### config.mk
export PLATFORM = sky130hd
export DESIGN_NAME = iter_divider
export DESIGN_NICKNAME = d
export VERILOG_FILES = /design/src/rtl/iter_divider.sv
export SDC_FILE = /design/constraint.sdc
export NUM_CORES = 1
export LEC_CHECK = 0
export ABC_AREA = 1
export BUFFER_PORTS_ARGS = -buffer_cell sky130_fd_sc_hd__clkbuf_2
export CORE_MARGIN = 2
export CORE_UTILIZATION = 36
export CTS_CLUSTER_DIAMETER = 120
export DETAILED_ROUTE_END_ITERATION = 6
export PLACE_DENSITY = 0.56
export SETUP_SLACK_MARGIN = 0.2
export SYNTH_ARGS = -nofsm -noshare
export SYNTH_HDL_FRONTEND = slang
export SYNTH_SLANG_ARGS = --single-unit
### constraint.sdc
create_clock -name clk -period 7.2 [get_ports clk]
set_input_delay 1.8 -clock clk [delete_from_list [all_inputs] [get_ports clk]]
set_output_delay 1.8 -clock clk [all_outputs]
set_load 0.01 [all_outputs]
### src/rtl/iter_divider.sv
// iter_divider: 32-bit signed/unsigned restoring divider producing one quotient
// bit per RUN cycle. Results are written to LO (quotient) and HI (remainder).
// Optional build macro DIV_FAST_ZERO_EN: an operation with a zero dividend or
// a zero divisor finishes after a single RUN cycle instead of 32 iterations.
//
// Handshake: start is a level request sampled on each rising clock edge. It is
// accepted only in IDLE or DONE and only when flush is low; a start seen in RUN
// is dropped. Every accepted request produces exactly one done pulse unless a
// flush or reset abandons it first. There is no backpressure on done.
module iter_divider (
    input  logic        clk,
    input  logic        reset,
    input  logic        start,
    input  logic        sin,
    input  logic [31:0] dividend,
    input  logic [31:0] divisor,
    input  logic        flush,
    output logic        busy,
    output logic        done,
    output logic [31:0] quotient,
    output logic [31:0] remainder,
    output logic [1:0]  dbg_state
);

    typedef enum logic [1:0] {
        IDLE = 2'd0,
        RUN  = 2'd1,
        DONE = 2'd2
    } state_t;

    state_t      state;
    state_t      state_nxt;

    // Control strobes derived from the FSM.
    logic        accept;
    logic        last_iter;
    logic        finish;

    // Iteration state. quo starts as the dividend magnitude; dividend bits
    // shift out of its top while quotient bits shift in at the bottom.
    logic [4:0]  count;
    logic [31:0] acc;
    logic [31:0] quo;
    logic [31:0] dsr;
    logic        neg_q;
    logic        neg_r;
    logic        div_zero;
`ifdef DIV_FAST_ZERO_EN
    logic        fast;
`endif

    // Operand magnitudes at accept time.
    logic [31:0] a_mag;
    logic [31:0] b_mag;

    // One restoring step.
    logic [32:0] shifted;
    logic [31:0] trial;
    logic        ge;
    logic [31:0] acc_nxt;
    logic [31:0] quo_nxt;

    // Sign-corrected results presented to the output registers.
    logic [31:0] q_mag;
    logic [31:0] r_mag;
    logic [31:0] q_res;
    logic [31:0] r_res;

    assign dbg_state = state;

    // Operand magnitudes: only signed mode with a negative operand is negated.
    always_comb begin
        a_mag = dividend;
        b_mag = divisor;
        if (sin && dividend[31]) begin
            a_mag = -dividend;
        end
        if (sin && divisor[31]) begin
            b_mag = -divisor;
        end
    end

    // Restoring step: shift the next dividend bit into the partial remainder
    // and subtract the divisor if it fits. A set bit 32 after the shift always
    // means the divisor fits, and the low 32 bits of the difference are exact.
    always_comb begin
        shifted = {acc, quo[31]};
        trial   = shifted[31:0] - dsr;
        ge      = shifted[32] | (shifted[31:0] >= dsr);
        acc_nxt = ge ? trial : shifted[31:0];
        quo_nxt = {quo[30:0], ge};
    end

    // Last RUN cycle: 32nd iteration, or the single shortcut cycle.
    always_comb begin
        last_iter = (state == RUN) && (count == 5'd31);
`ifdef DIV_FAST_ZERO_EN
        if ((state == RUN) && fast) begin
            last_iter = 1'b1;
        end
`endif
        finish = last_iter && !flush;
    end

    // Result sign correction; a zero divisor bypasses quotient correction so
    // the quotient is all ones and the remainder reconstructs the dividend.
    always_comb begin
        q_mag = quo_nxt;
        r_mag = acc_nxt;
`ifdef DIV_FAST_ZERO_EN
        if (fast) begin
            q_mag = div_zero ? 32'hFFFF_FFFF : 32'd0;
            r_mag = div_zero ? quo : 32'd0;
        end
`endif
        q_res = div_zero ? 32'hFFFF_FFFF : (neg_q ? -q_mag : q_mag);
        r_res = neg_r ? -r_mag : r_mag;
    end

    // FSM state register.
    always_ff @(posedge clk or negedge reset) begin
        if (!reset) begin
            state <= IDLE;
        end else begin
            state <= state_nxt;
        end
    end

    // FSM next-state and status outputs; flush overrides everything.
    always_comb begin
        state_nxt = state;
        accept    = 1'b0;
        busy      = 1'b0;
        done      = 1'b0;
        case (state)
            IDLE: begin
                if (start) begin
                    accept    = 1'b1;
                    state_nxt = RUN;
                end
            end
            RUN: begin
                busy = 1'b1;
                if (last_iter) begin
                    state_nxt = DONE;
                end
            end
            DONE: begin
                done = 1'b1;
                if (start) begin
                    accept    = 1'b1;
                    state_nxt = RUN;
                end else begin
                    state_nxt = IDLE;
                end
            end
            default: begin
                state_nxt = IDLE;
            end
        endcase
        if (flush) begin
            accept    = 1'b0;
            state_nxt = IDLE;
        end
    end

    // Operand capture on accept, then one iteration per RUN cycle.
    always_ff @(posedge clk or negedge reset) begin
        if (!reset) begin
            count    <= 5'd0;
            acc      <= 32'd0;
            quo      <= 32'd0;
            dsr      <= 32'd0;
            neg_q    <= 1'b0;
            neg_r    <= 1'b0;
            div_zero <= 1'b0;
`ifdef DIV_FAST_ZERO_EN
            fast     <= 1'b0;
`endif
        end else if (accept) begin
            count    <= 5'd0;
            acc      <= 32'd0;
            quo      <= a_mag;
            dsr      <= b_mag;
            neg_q    <= sin & (dividend[31] ^ divisor[31]);
            neg_r    <= sin & dividend[31];
            div_zero <= (divisor == 32'd0);
`ifdef DIV_FAST_ZERO_EN
            fast     <= (divisor == 32'd0) || (dividend == 32'd0);
`endif
        end else if (flush) begin
            count    <= 5'd0;
        end else if (state == RUN) begin
            acc      <= acc_nxt;
            quo      <= quo_nxt;
            count    <= count + 5'd1;
        end
    end

    // Output registers change only on entry to DONE.
    always_ff @(posedge clk or negedge reset) begin
        if (!reset) begin
            quotient  <= 32'd0;
            remainder <= 32'd0;
        end else if (finish) begin
            quotient  <= q_res;
            remainder <= r_res;
        end
    end

endmodule

# Word level (Yosys, flattened, before mapping)
# Cells that the tools add are included.
# word_totals
memories,0
ramBits,0
input_bits,69
mem_bits_ro,0
regBits,170
latchBits,0
# op_classes
order_cmp,1
shift,0
reduce_logical,12
eq_ne,6
n_bitwise,4
n_mux,25
div_mod_pow,0
n_addsub,6
mul,0
# op_table
op,n
2-to-1 mux 32 bit,12
negator 32 bit,4
>= comparator 32 bit,1
zero test 32 bit,1
subtractor 32 bit,1
2-to-1 mux 5 bit,3
2-to-1 mux 1 bit,6
2-to-1 mux 2 bit,3
"!= test 3 bit, second input constant",2
case mux 2 bit (3 select lines),1
"adder 5 x 1 -> 5 bit, second input constant",1
"== test 5 bit, second input constant",1
logical AND 1 bit,4
AND reduction 2 bit,2
nonzero test 3 bit,1
bitwise AND 1 bit,2
"== test 2 x 1 -> 1 bit, second input constant",1
"== test 2 bit, second input constant",1
zero test 2 bit,1
"!= test 2 x 1 -> 1 bit, second input constant",1
nonzero test 2 bit,1
OR reduction 2 bit,1
zero test 1 bit,1
bitwise OR 1 bit,1
XOR 1 bit,1

# Depth between registers and ports, before layout
# Gate-level depths: netlist of the first run.
# logic_depth
word_depth,6
mapped_depth,27
depth_no_buf,26

# Worst setup path before layout of the first run
# No wires, ideal clock.
# synth_path
path_kind,in2reg
startpoint,input port divisor[0]
endpoint,register dsr[26]
n_path_buf,0
cell_stages,15
arrival_ns,3.665
path_slack_ns,3.453
required_ns,7.117
cell_sequence,inv_1 -> ha_1 -> inv_1 -> nor3_1 -> nand2_1 -> nor3_1 -> nand2_1 -> nor3_1 -> nand4_1 -> nor3_1 -> nand2_1 -> o21ai_0 -> xnor2_1 -> nand2_1 -> o21ai_0
# synth_between
elab_chain_len,2
# synth_lines
element,line_no,rtl
from (decl),16,"input logic [31:0] divisor,"
negator 32 bit,79,b_mag = -divisor;
2-to-1 mux 32 bit,78,if (sin && divisor[31]) begin
to (signal assigned),184,dsr <= b_mag;
to (decl),44,logic [31:0] dsr;
# No other way between the ends.
# A chain may end at the register's enable or synchronous reset.

# Final worst setup path of the first run
# layout_path
startpoint,register acc[18]
endpoint,register quotient[28]
# layout_between
elab_chain_len,5
# layout_lines
element,line_no,rtl
from (decl),42,logic [31:0] acc;
from (signal assigned),194,acc <= acc_nxt;
>= comparator 32 bit,89,ge = shifted[32] | (shifted[31:0] >= dsr);
bitwise OR 1 bit,89,
negator 32 bit,116,q_res = div_zero ? 32'hFFFF_FFFF : (neg_q ? -q_mag : q_mag);
2-to-1 mux 32 bit (2 in series),116,
to (signal assigned),206,quotient <= q_res;
to (decl),20,"output logic [31:0] quotient,"
# No other way between the ends.

==> impl_metrics.env, run 1 <==
export IMPL_run_status="finished clean"
export IMPL_post_synth_top_area_fraction=0.3350
export IMPL_finalWeightedCongestion=0.9180
export IMPL_cp_start_kind="register"
export IMPL_clkSinkCount=170
export IMPL_drc=0
export IMPL_antenna_diode_count=0
export IMPL_postRouteWirelength_um=40680
export IMPL_path_max_fanout=53
export IMPL_initial_core_util=0.3667
export IMPL_post_cts_setup_buffers=0
export IMPL_globalRoute_totalOverflow=0
export IMPL_finalMaxSlewViolations=0
export IMPL_cp_buffers_inverters=2
export IMPL_max_slew_margin_vs_limit=0.2978
export IMPL_final_cells=2465
export IMPL_tritoncts_buffers=17
export IMPL_ys_warn_count=0
export IMPL_cts_tree="built"
export IMPL_num_nets_final=2105
export IMPL_antenna_found_initial=0
export IMPL_synth_largest_area_cell="dfrtp_1"
export IMPL_clock_tree_buffer_depth=2
export IMPL_cts_hold_repair_buffers=0
export IMPL_ir_drop_v=0.0002656
export IMPL_avgViaCountPerCell=5.052
export IMPL_dp_slack_ns=2.583
export IMPL_timing_critical_path_slowest_cell_delay_ns=0.42
export IMPL_fin_tns_setup_ns=0
export IMPL_drv_max_cap_violation_count=0
export IMPL_rsz0062_at_grt="false"
export IMPL_crit_path_frequent_cell="nand4_1"
export IMPL_grt_pass1_wl_um=65080
export IMPL_post_syn_area_sq_um=12700
export IMPL_core_area_sq_um=34630
export IMPL_path_clk_slew_ns=0.07
export IMPL_final_util=0.4147
export IMPL_number_of_instances_in_the_synthesized_netlist=1890
export IMPL_achievable_frequency_mhz=212.3
export IMPL_die_width_um=191.8
export IMPL_final_number_of_setup_violating_endpoints=0
export IMPL_routedWlPerCell_um=16.50
export IMPL_drt_first_iter_violations=999
export IMPL_first_global_vias=12032
export IMPL_cp_top_family="simple AND/OR/NAND/NOR gates"
export IMPL_routed_via_count=12454
export IMPL_p_per_area_nw_per_um2=421.4
export IMPL_cts_htree_levels=4
export IMPL_worst_pin_slew_ns=1.053
export IMPL_worst_hold_check_path_type="register to register"
export IMPL_fp_dieH_um=191.8
export IMPL_design_die_area_sq_um=36790
export IMPL_finalWorstPathRequiredPeriod_ns=4.710
export IMPL_setup_ws_ns=2.490
export IMPL_dp_hpwl_um=31260
export IMPL_post_synth_cell_area_avg_sq_um=6.719
export IMPL_p_leak_nw=7.625
export IMPL_timing_final_crit_share=0.6541
export IMPL_buffer_ports_inserted=136
export IMPL_worst_clock_skew_ns=0.01749
export IMPL_yosysSeqAreaShare=0.3350
export IMPL_final_layout_size_suffix_gt1_frac=0.1234
export IMPL_place_detailed_instances=2433
export IMPL_most_common_cell_after_layout_fill_and_taps_aside="nand2_1"
export IMPL_ff2ff_setup_slack_ns=2.49
export IMPL_commonest_cells_after_routing_fill_and_taps_aside="nand2_1, inv_1, dfrtp_1, o21ai_0, nor2_1"
export IMPL_synth_fp_nets=1998
export IMPL_synthTopCellsByArea="dfrtp_1, nand2_1, inv_1, o21ai_0, nor2_1"
export IMPL_antenna_left=0
export IMPL_globalRouteTotalUtil=0.2284
export IMPL_largest_net_degree_at_the_start_of_global_routing=106
export IMPL_ctsRootBufferMaster="clkbuf_16"
export IMPL_worst_endpoint_arrival_ns=5.10
export IMPL_required_ns=7.59
export IMPL_worst_path_max_delay_cell="dfrtp_1"
export IMPL_final_seq_area_sq_um=4254
export IMPL_post_cts_resize_count=0
export IMPL_criticalPathCategory="register to register"
export IMPL_path_cells="ha_1 > a21oi_2 > nand2_1 > a21oi_2 > nor2_2 > nor2_8 > nand2_8 > inv_2 > ha_1 > nand4_1 > nor3_1 > nand4_1 > nor2_1 > nand4_1 > nand2_1 > o21ai_0 > nor2_1 > xor2_1 > o22ai_1 > inv_1"
export IMPL_filler_cell_count=3654
export IMPL_synth_lib_cells_used_distinct=55
export IMPL_layout_area_overhead_vs_synth_pct=13.06
export IMPL_critical_path_endpoint_type="register"
export IMPL_multi_input_area_sq_um=7114
export IMPL_worst_skew_pair_late_latency_ns=0.46
export IMPL_yosys_register_bits=170
export IMPL_pin_count=137
export IMPL_placement_rows=68
export IMPL_dr_pass1_iters=7
export IMPL_final_hold_violation_count=0
-- cells in the mapped netlist, drive strengths merged --
master   number
o211ai        3
a2bb2oi       1
clkbuf       45
fa            1
a221oi        1
o21ai       189
nor3b         1
o22a          3
or2           2
ha           38
o41ai         1
a22oi         1
a22o          1
a21oi        46
nand2       570
nor2        174
o21bai        7
nand4        26
clkinv        6
buf          13
nand2b        1
nand3       109
a21o          1
a31oi        16
o22ai        39
dfrtp       170
o31ai         5
o221ai        1
nor4          7
nor3         26
xnor2        33
and2          5
nand3b        8
inv         275
xor2         65
-- registers in the layout, summed over array words and instances (netlist names) --
signal     flops
count          5
dbg_state      2
neg_r          1
div_zero       1
remainder     32
quo           32
neg_q          1
dsr           32
quotient      32
acc           32
-- per-stage QoR --
stage | hold slack, ns | instance area, sq um | total power (W)
floorplan | 0.4461 | 12700 | 0.004128
global placement | 0.4698 | 13750 | 0.005033
detailed placement | 0.4692 | 13750 | 0.005058
CTS | 0.4887 | 14360 | 0.006050
global route | 0.5156 | 14360 | 0.006588
finish | 0.4848 | 14360 | 0.006051
-- cell type report --
cell class	instances	share of cell area
sequential	170	0.2963
multi-input combinational	1381	0.4955
clock buffer	21	0.03276
timing repair buffer	146	0.05307
clock inverter	11	0.009324
inverter	281	0.07346
tap	455	0.03965
-- where the power goes --
group	internal [W]	total, W	switching (W)
Sequential	0.00112	0.00127	0.000147
Clock	0.000544	0.000971	0.000427
Combinational	0.00118	0.00381	0.00263
Total	0.00284	0.00605	0.00321
-- cells by family after synthesis --
group                      share of synthesized area
buffers and inverters                         0.1050
DFF                                           0.3350
adders and majority gates                    0.03902
xor gates and xnor gates                     0.06759
and+or+nand+nor                               0.3152
AOI/OAI and AO/OA                             0.1382
-- metal layers --
layer	up-vias	routed length, um	track usage
li1	6245	-	-
met1	5856	18930	0.3112
met2	299	18910	0.3721
met3	54	1907	0.03453
met4	0	930	0.07160
met5	-	0	0
-- worst min-delay path: cells and delay by family, from the launching register on --
kind / cells / cell delay [ns]
simple gates: 2 / 0.10
flops: 1 / 0.35
-- worst paths after layout --
path	from	to	depth (start not counted)
worst max register to register	acc[18]$_DFFE_PN0P_	quotient[28]$_DFFE_PN0P_	20
max in group asynchronous	reset	quotient[29]$_DFFE_PN0P_	2
worst max-delay path	acc[18]$_DFFE_PN0P_	quotient[28]$_DFFE_PN0P_	20
worst min-delay path	remainder[26]$_DFFE_PN0P_	remainder[26]$_DFFE_PN0P_	2
worst min register to register	remainder[26]$_DFFE_PN0P_	remainder[26]$_DFFE_PN0P_	2
min in group asynchronous	reset	dsr[5]$_DFFE_PN0P_	1
Note: power is estimated with default switching activity, not from simulation.
==> run 2, diff against run 1 <==
==> constraint.sdc (replaced) <==
create_clock -name clk -period 4.4 [get_ports clk]
set_input_delay 1.1 -clock clk [delete_from_list [all_inputs] [get_ports clk]]
set_output_delay 1.1 -clock clk [all_outputs]
set_load 0.01 [all_outputs]
==> run 2 against run 1 <==
Sequential share of layout area down 0.27 points. Total power grew 66%. Flip-flop and latch count is the same. Clock power rose by 72%. Highest routed layer unchanged.
==> impl_metrics.env, run 2 (synthesis results as in run 1) <==
export IMPL_critical_path_endpoint_type="register"
export IMPL_cts_hold_repair_buffers=0
export IMPL_cp_buffers_inverters=5
export IMPL_path_clk_slew_ns=0.07
export IMPL_antenna_found_initial=0
export IMPL_p_leak_nw=7.694
export IMPL_routed_via_count=12619
export IMPL_finalWeightedCongestion=0.9163
export IMPL_p_per_area_nw_per_um2=693.1
export IMPL_post_cts_setup_buffers=0
export IMPL_num_nets_final=2116
export IMPL_cp_top_family="simple AND/OR/NAND/NOR gates"
export IMPL_timing_final_crit_share=0.8644
export IMPL_switching_power_w=0.005292
export IMPL_drt_first_iter_violations=863
export IMPL_dp_slack_ns=0.4472
export IMPL_ctsRootBufferMaster="clkbuf_16"
export IMPL_final_number_of_setup_violating_endpoints=0
export IMPL_share_comb_of_total_power=0.628
export IMPL_drc=0
export IMPL_p_total_w=0.01004
export IMPL_postRouteWirelength_um=41630
export IMPL_rsz0062_at_grt="false"
export IMPL_placement_rows=68
export IMPL_avgViaCountPerCell=5.097
export IMPL_commonest_cells_after_routing_fill_and_taps_aside="nand2_1, inv_1, dfrtp_1, o21ai_0, nor2_1"
export IMPL_final_util=0.4185
export IMPL_ir_drop_v=0.0004778
export IMPL_first_global_vias=12145
export IMPL_globalRoute_totalOverflow=0
export IMPL_clock_tree_buffer_depth=2
export IMPL_run_status="finished clean"
export IMPL_largest_net_degree_at_the_start_of_global_routing=106
export IMPL_most_common_cell_after_layout_fill_and_taps_aside="nand2_1"
export IMPL_post_cts_resize_count=0
export IMPL_timing_critical_path_slowest_cell_delay_ns=0.36
export IMPL_final_hold_violation_count=0
export IMPL_criticalPathCategory="register to register"
export IMPL_pin_count=137
export IMPL_design_die_area_sq_um=36790
export IMPL_globalRouteTotalUtil=0.2329
export IMPL_clkSinkCount=170
export IMPL_final_layout_size_suffix_gt1_frac=0.1282
export IMPL_core_area_sq_um=34630
export IMPL_achievable_frequency_mhz=262.9
export IMPL_power_clock_fraction=0.167
export IMPL_worst_path_max_delay_cell="dfrtp_1"
export IMPL_worst_skew_pair_late_latency_ns=0.46
export IMPL_path_max_fanout=13
export IMPL_setup_ws_ns=0.5966
export IMPL_dp_hpwl_um=31860
export IMPL_finalWorstPathRequiredPeriod_ns=3.803
export IMPL_sw_frac_of_total=0.5269
export IMPL_drv_max_cap_violation_count=0
export IMPL_worst_clock_skew_ns=0.01179
export IMPL_ff2ff_setup_slack_ns=0.60
export IMPL_layout_area_overhead_vs_synth_pct=14.11
export IMPL_cp_start_kind="register"
export IMPL_routedWlPerCell_um=16.81
export IMPL_fp_dieH_um=191.8
export IMPL_place_detailed_instances=2444
export IMPL_fin_tns_setup_ns=0
export IMPL_finalMaxSlewViolations=0
export IMPL_buffer_ports_inserted=136
export IMPL_power_frac_seq=0.205
export IMPL_tritoncts_buffers=17
export IMPL_cts_htree_levels=4
export IMPL_worst_hold_check_path_type="register to register"
export IMPL_dr_pass1_iters=5
export IMPL_grt_pass1_wl_um=66020
export IMPL_worst_pin_slew_ns=1.004
export IMPL_antenna_left=0
export IMPL_antenna_diode_count=0
export IMPL_max_slew_margin_vs_limit=0.3309
export IMPL_cts_tree="built"
export IMPL_required_ns=4.80
export IMPL_final_cells=2476
export IMPL_power_report_internal_total_w=0.004752
export IMPL_worst_endpoint_arrival_ns=4.20
export IMPL_die_width_um=191.8
export IMPL_initial_core_util=0.3667
## run 2: final timing paths
check / depth (start not counted) / endpoint / from
worst max register to register: 26 / quotient[28]$_DFFE_PN0P_ / quo[31]$_DFFE_PN0P_
worst min-delay path: 2 / dsr[7]$_DFFE_PN0P_ / dsr[7]$_DFFE_PN0P_
min in group asynchronous: 1 / acc[16]$_DFFE_PN0P_ / reset
worst min register to register: 2 / dsr[7]$_DFFE_PN0P_ / dsr[7]$_DFFE_PN0P_
worst max-delay path: 26 / quotient[28]$_DFFE_PN0P_ / quo[31]$_DFFE_PN0P_
max in group asynchronous: 2 / dsr[21]$_DFFE_PN0P_ / reset
## run 2: power groups by stage
stage / clock network (W) / registers (W) / logic [W]
6_report: 0.00167 / 0.00206 / 0.00631
3_5_place_dp: 0 / 0.00209 / 0.00625
2_1_floorplan: 0 / 0.00200 / 0.00475
5_1_grt: 0.00175 / 0.00209 / 0.00714
4_1_cts: 0.00171 / 0.00206 / 0.00628
3_3_place_gp: 0 / 0.00208 / 0.00622
## run 2: worst min-delay path: stages, from the launching register on
cell	delay (ns)
dfrtp_1	0.35
nand2_1	0.05
o21ai_0	0.05
## run 2: final cells by class
type	count	area (sq um)
fill	3684	20140
sequential	170	4254
clock buffer	18	429.2
inverter	281	1055
timing repair buffer	157	873.3
multi-input combinational	1381	7114
clock inverter	14	196.4
tap	455	569.3
## run 2: per-layer routing
metal / part of all wire / GRT usage / vias up
li1: - / - / 6287
met1: 0.46 / 0.3149 / 5935
met2: 0.46 / 0.3741 / 325
met3: 0.049 / 0.03965 / 72
met4: 0.031 / 0.08373 / 0
met5: 0 / 0 / -
## run 2: through the flow
| stage | hold slack [ns] | instance area, sq um |
|---|---|---|
| 2_1_floorplan | 0.4461 | 12700 |
| 6_report | 0.4853 | 14490 |
| 5_1_grt | 0.5019 | 14490 |
| 4_1_cts | 0.4894 | 14490 |
| 3_3_place_gp | 0.4676 | 13860 |
| 3_5_place_dp | 0.4726 | 13860 |
==> run 3, diff against run 2 <==
--- a/config.mk
+++ b/config.mk
@@ -5,13 +5,13 @@
 export SDC_FILE = /design/constraint.sdc
 export NUM_CORES = 1
 export LEC_CHECK = 0
-export ABC_AREA = 1
 export BUFFER_PORTS_ARGS = -buffer_cell sky130_fd_sc_hd__clkbuf_2
+export CAP_MARGIN = 40
 export CORE_MARGIN = 2
 export CORE_UTILIZATION = 36
 export CTS_CLUSTER_DIAMETER = 120
 export DETAILED_ROUTE_END_ITERATION = 6
-export PLACE_DENSITY = 0.56
+export PLACE_DENSITY = 0.57
 export SETUP_SLACK_MARGIN = 0.2
 export SYNTH_ARGS = -nofsm -noshare
 export SYNTH_HDL_FRONTEND = slang
==> run 3 against run 2 <==
Total power fell by 3.7%. Final cell count fell by 19%. Clock power fell by 9.6%. Routed wire length fell by 10%. Hold slack got worse by 0.011 ns. Area after synthesis is 6.9% lower. Flip-flop and latch count is the same. Sequential share of layout area up 0.85 points. Clock skew grew 0.00085 ns. Sequential power grew 2%. Design area shrank 2.8%. Die area fell by 6.7%.
==> impl_metrics.env, run 3 <==
export IMPL_antenna_found_initial=0
export IMPL_timing_final_crit_share=0.9172
export IMPL_layout_area_overhead_vs_synth_pct=19.15
export IMPL_number_of_instances_in_the_synthesized_netlist=1413
export IMPL_worst_clock_skew_ns=0.01264
export IMPL_worstRegToRegCells=17
export IMPL_cp_top_family="compound AO/OA/AOI/OAI gates"
export IMPL_p_per_area_nw_per_um2=686.2
export IMPL_path_max_fanout=7
export IMPL_achievable_frequency_mhz=247.8
export IMPL_final_hold_violation_count=0
export IMPL_critical_path_endpoint_type="register"
export IMPL_synth_lib_cells_used_distinct=93
export IMPL_ctsRootBufferMaster="clkbuf_16"
export IMPL_worst_hold_check_path_type="register to register"
export IMPL_synth_largest_area_cell="dfrtp_1"
export IMPL_drt_first_iter_violations=820
export IMPL_synthMostInstantiatedCell="nand2_1"
export IMPL_routedWlPerCell_um=18.55
export IMPL_placement_rows=66
export IMPL_core_area_sq_um=32450
export IMPL_ir_drop_v=0.0004678
export IMPL_yosys_register_bits=170
export IMPL_final_number_of_setup_violating_endpoints=0
export IMPL_worst_skew_pair_late_latency_ns=0.45
export IMPL_cp_start_kind="register"
export IMPL_filler_cell_count=3293
export IMPL_dr_pass1_iters=5
export IMPL_post_syn_area_sq_um=11830
export IMPL_worst_path_max_delay_cell="o41ai_4"
export IMPL_hold_ws_ns=0.4747
export IMPL_yosysSeqAreaShare=0.3597
export IMPL_criticalPathCategory="register to register"
export IMPL_design_die_area_sq_um=34320
export IMPL_num_nets_final=1660
export IMPL_routed_via_count=10883
export IMPL_run_status="finished clean"
export IMPL_globalRoute_totalOverflow=0
export IMPL_finalWorstPathRequiredPeriod_ns=4.036
export IMPL_path_cells="ha_1 > a21oi_4 > nand2_1 > o21ai_4 > a21oi_4 > o211ai_4 > nand2_4 > o21ai_4 > ha_4 > inv_2 > or4_4 > o41ai_4 > buf_4 > nand2_4 > o41ai_4 > xnor2_1 > o21ai_1"
export IMPL_finalMaxSlewViolations=0
export IMPL_tritoncts_buffers=17
export IMPL_p_leak_nw=6.206
export IMPL_drv_max_cap_violation_count=0
export IMPL_cp_buffers_inverters=2
export IMPL_fp_dieH_um=185.3
export IMPL_synth_fp_nets=1521
export IMPL_predominant_post_synthesis_flop_cell="dfrtp_1"
export IMPL_synthTopCellsByArea="dfrtp_1, o21ai_0, nand2_1, xnor2_1, xor2_1"
export IMPL_buffer_ports_inserted=136
export IMPL_multi_input_area_sq_um=7351
export IMPL_max_slew_margin_vs_limit=0.4423
export IMPL_post_synth_cell_area_avg_sq_um=8.370
export IMPL_first_global_vias=10265
export IMPL_timing_critical_path_slowest_cell_delay_ns=0.47
export IMPL_synth_edf_count=0
export IMPL_worst_pin_slew_ns=0.8290
export IMPL_clock_tree_buffer_depth=2
export IMPL_async_flop_share=1.000
export IMPL_finalWeightedCongestion=0.8885
export IMPL_avgViaCountPerCell=5.420
export IMPL_dp_hpwl_um=28440
export IMPL_most_common_cell_after_layout_fill_and_taps_aside="nand2_1"
export IMPL_die_width_um=185.3
export IMPL_yosys_top_cells_count="nand2_1, dfrtp_1, o21ai_0, nor2_1, a21oi_1"
export IMPL_postRouteWirelength_um=37260
export IMPL_pin_count=137
export IMPL_largest_net_degree_at_the_start_of_global_routing=71
export IMPL_commonest_cells_after_routing_fill_and_taps_aside="nand2_1, dfrtp_1, o21ai_0, clkbuf_2, nor2_1"
export IMPL_cts_tree="built"
export IMPL_final_seq_area_sq_um=4257
export IMPL_initial_core_util=0.3644
export IMPL_worst_endpoint_arrival_ns=4.34
export IMPL_clkSinkCount=170
export IMPL_globalRouteTotalUtil=0.2200
export IMPL_fin_tns_setup_ns=0
export IMPL_ys_warn_count=0
export IMPL_rsz0062_at_grt="false"
export IMPL_cts_htree_levels=4
export IMPL_grt_pass1_wl_um=58190
export IMPL_path_clk_slew_ns=0.07
export IMPL_path_depth=17
export IMPL_required_ns=4.70
export IMPL_min_delay_path_depth=2
export IMPL_final_layout_size_suffix_gt1_frac=0.2032
export IMPL_post_synth_top_area_fraction=0.3597
export IMPL_antenna_left=0
export IMPL_drc=0
## run 3: cell count changes after synthesis, moves of 41 or more
cell,change
a21oi_1,+42
inv_1,-221
nand2_1,-352
nand3_1,-80
xnor2_1,+41
## run 3: area by class of cell
cell class	instances	area share
Multi-Input combinational cell	1118	0.5217
Sequential cell	170	0.3021
Timing Repair Buffer	195	0.08249
Tap cell	442	0.03925
Clock buffer	20	0.03170
Inverter	50	0.01332
Clock inverter	12	0.009323
Antenna cell	1	0.0001776
## run 3: cell families (layout without fill, tap and decap cells)
logic type,count (synthesis),after routing,synth area share
AND/OR/NAND/NOR,470,470,0.1885
AO/OA/AOI/OAI,442,442,0.2410
flip-flops,170,170,0.3597
XOR/XNOR,140,140,0.1037
buffers and inverters,125,277,0.04200
adder cells (fa/ha/maj),39,39,0.04190
multiplexers,27,27,0.02317
other,0,1,0
## run 3: timing repair
item / 4_1_cts / 5_1_grt
resized for setup: 0 / 42
pin swaps: 1 / 21
setup buffers: 0 / 13
hold buffers: 0 / 0
setup endpoints to repair: 2 / 13
## run 3: worst paths after layout
check	from	end	slack (ns)
worst max-delay path	acc[5]$_DFFE_PN0P_	remainder[30]$_DFFE_PN0P_	0.36
worst min-delay path	remainder[13]$_DFFE_PN0P_	remainder[13]$_DFFE_PN0P_	0.47
worst max register to register	acc[5]$_DFFE_PN0P_	remainder[30]$_DFFE_PN0P_	0.36
worst min register to register	remainder[13]$_DFFE_PN0P_	remainder[13]$_DFFE_PN0P_	0.47
max in group asynchronous	reset	acc[16]$_DFFE_PN0P_	2.88
min in group asynchronous	reset	acc[5]$_DFFE_PN0P_	0.67
## run 3: layer usage
layer / wire, um / GRT usage
met1: 18200 / 0.3208
met2: 16850 / 0.3358
met3: 1597 / 0.03323
met4: 608 / 0.06222
met5: 0 / 0
## run 3: power breakdown
part	internal [W]	switching [W]	leakage, nW
Combinational	0.00233	0.00371	3.67
Clock	0.000815	0.000699	0.284
Sequential	0.00180	0.000306	2.25
## run 3: worst min-delay path, cell delays in order, from the launching register on
cell and delay (ns):
dfrtp_1 0.34, nand2_1 0.05, nand2_1 0.05
## run 3: through the flow
| step | total power, W | instances | instance area (sq um) | setup slack, ns | util |
|---|---|---|---|---|---|
| floorplan | 0.006035 | 1413 | 11910 | -0.01902 | - |
| global placement | 0.007742 | 1961 | 13170 | 0.1796 | 0.4059 |
| detailed placement | 0.007763 | 1962 | 13200 | 0.1392 | 0.4067 |
| CTS | 0.009312 | 1994 | 13780 | 0.2262 | 0.4246 |
| global route | 0.01034 | 2007 | 14090 | 0.1690 | 0.4341 |
| finish | 0.009669 | 2008 | 14090 | 0.3644 | 0.4342 |
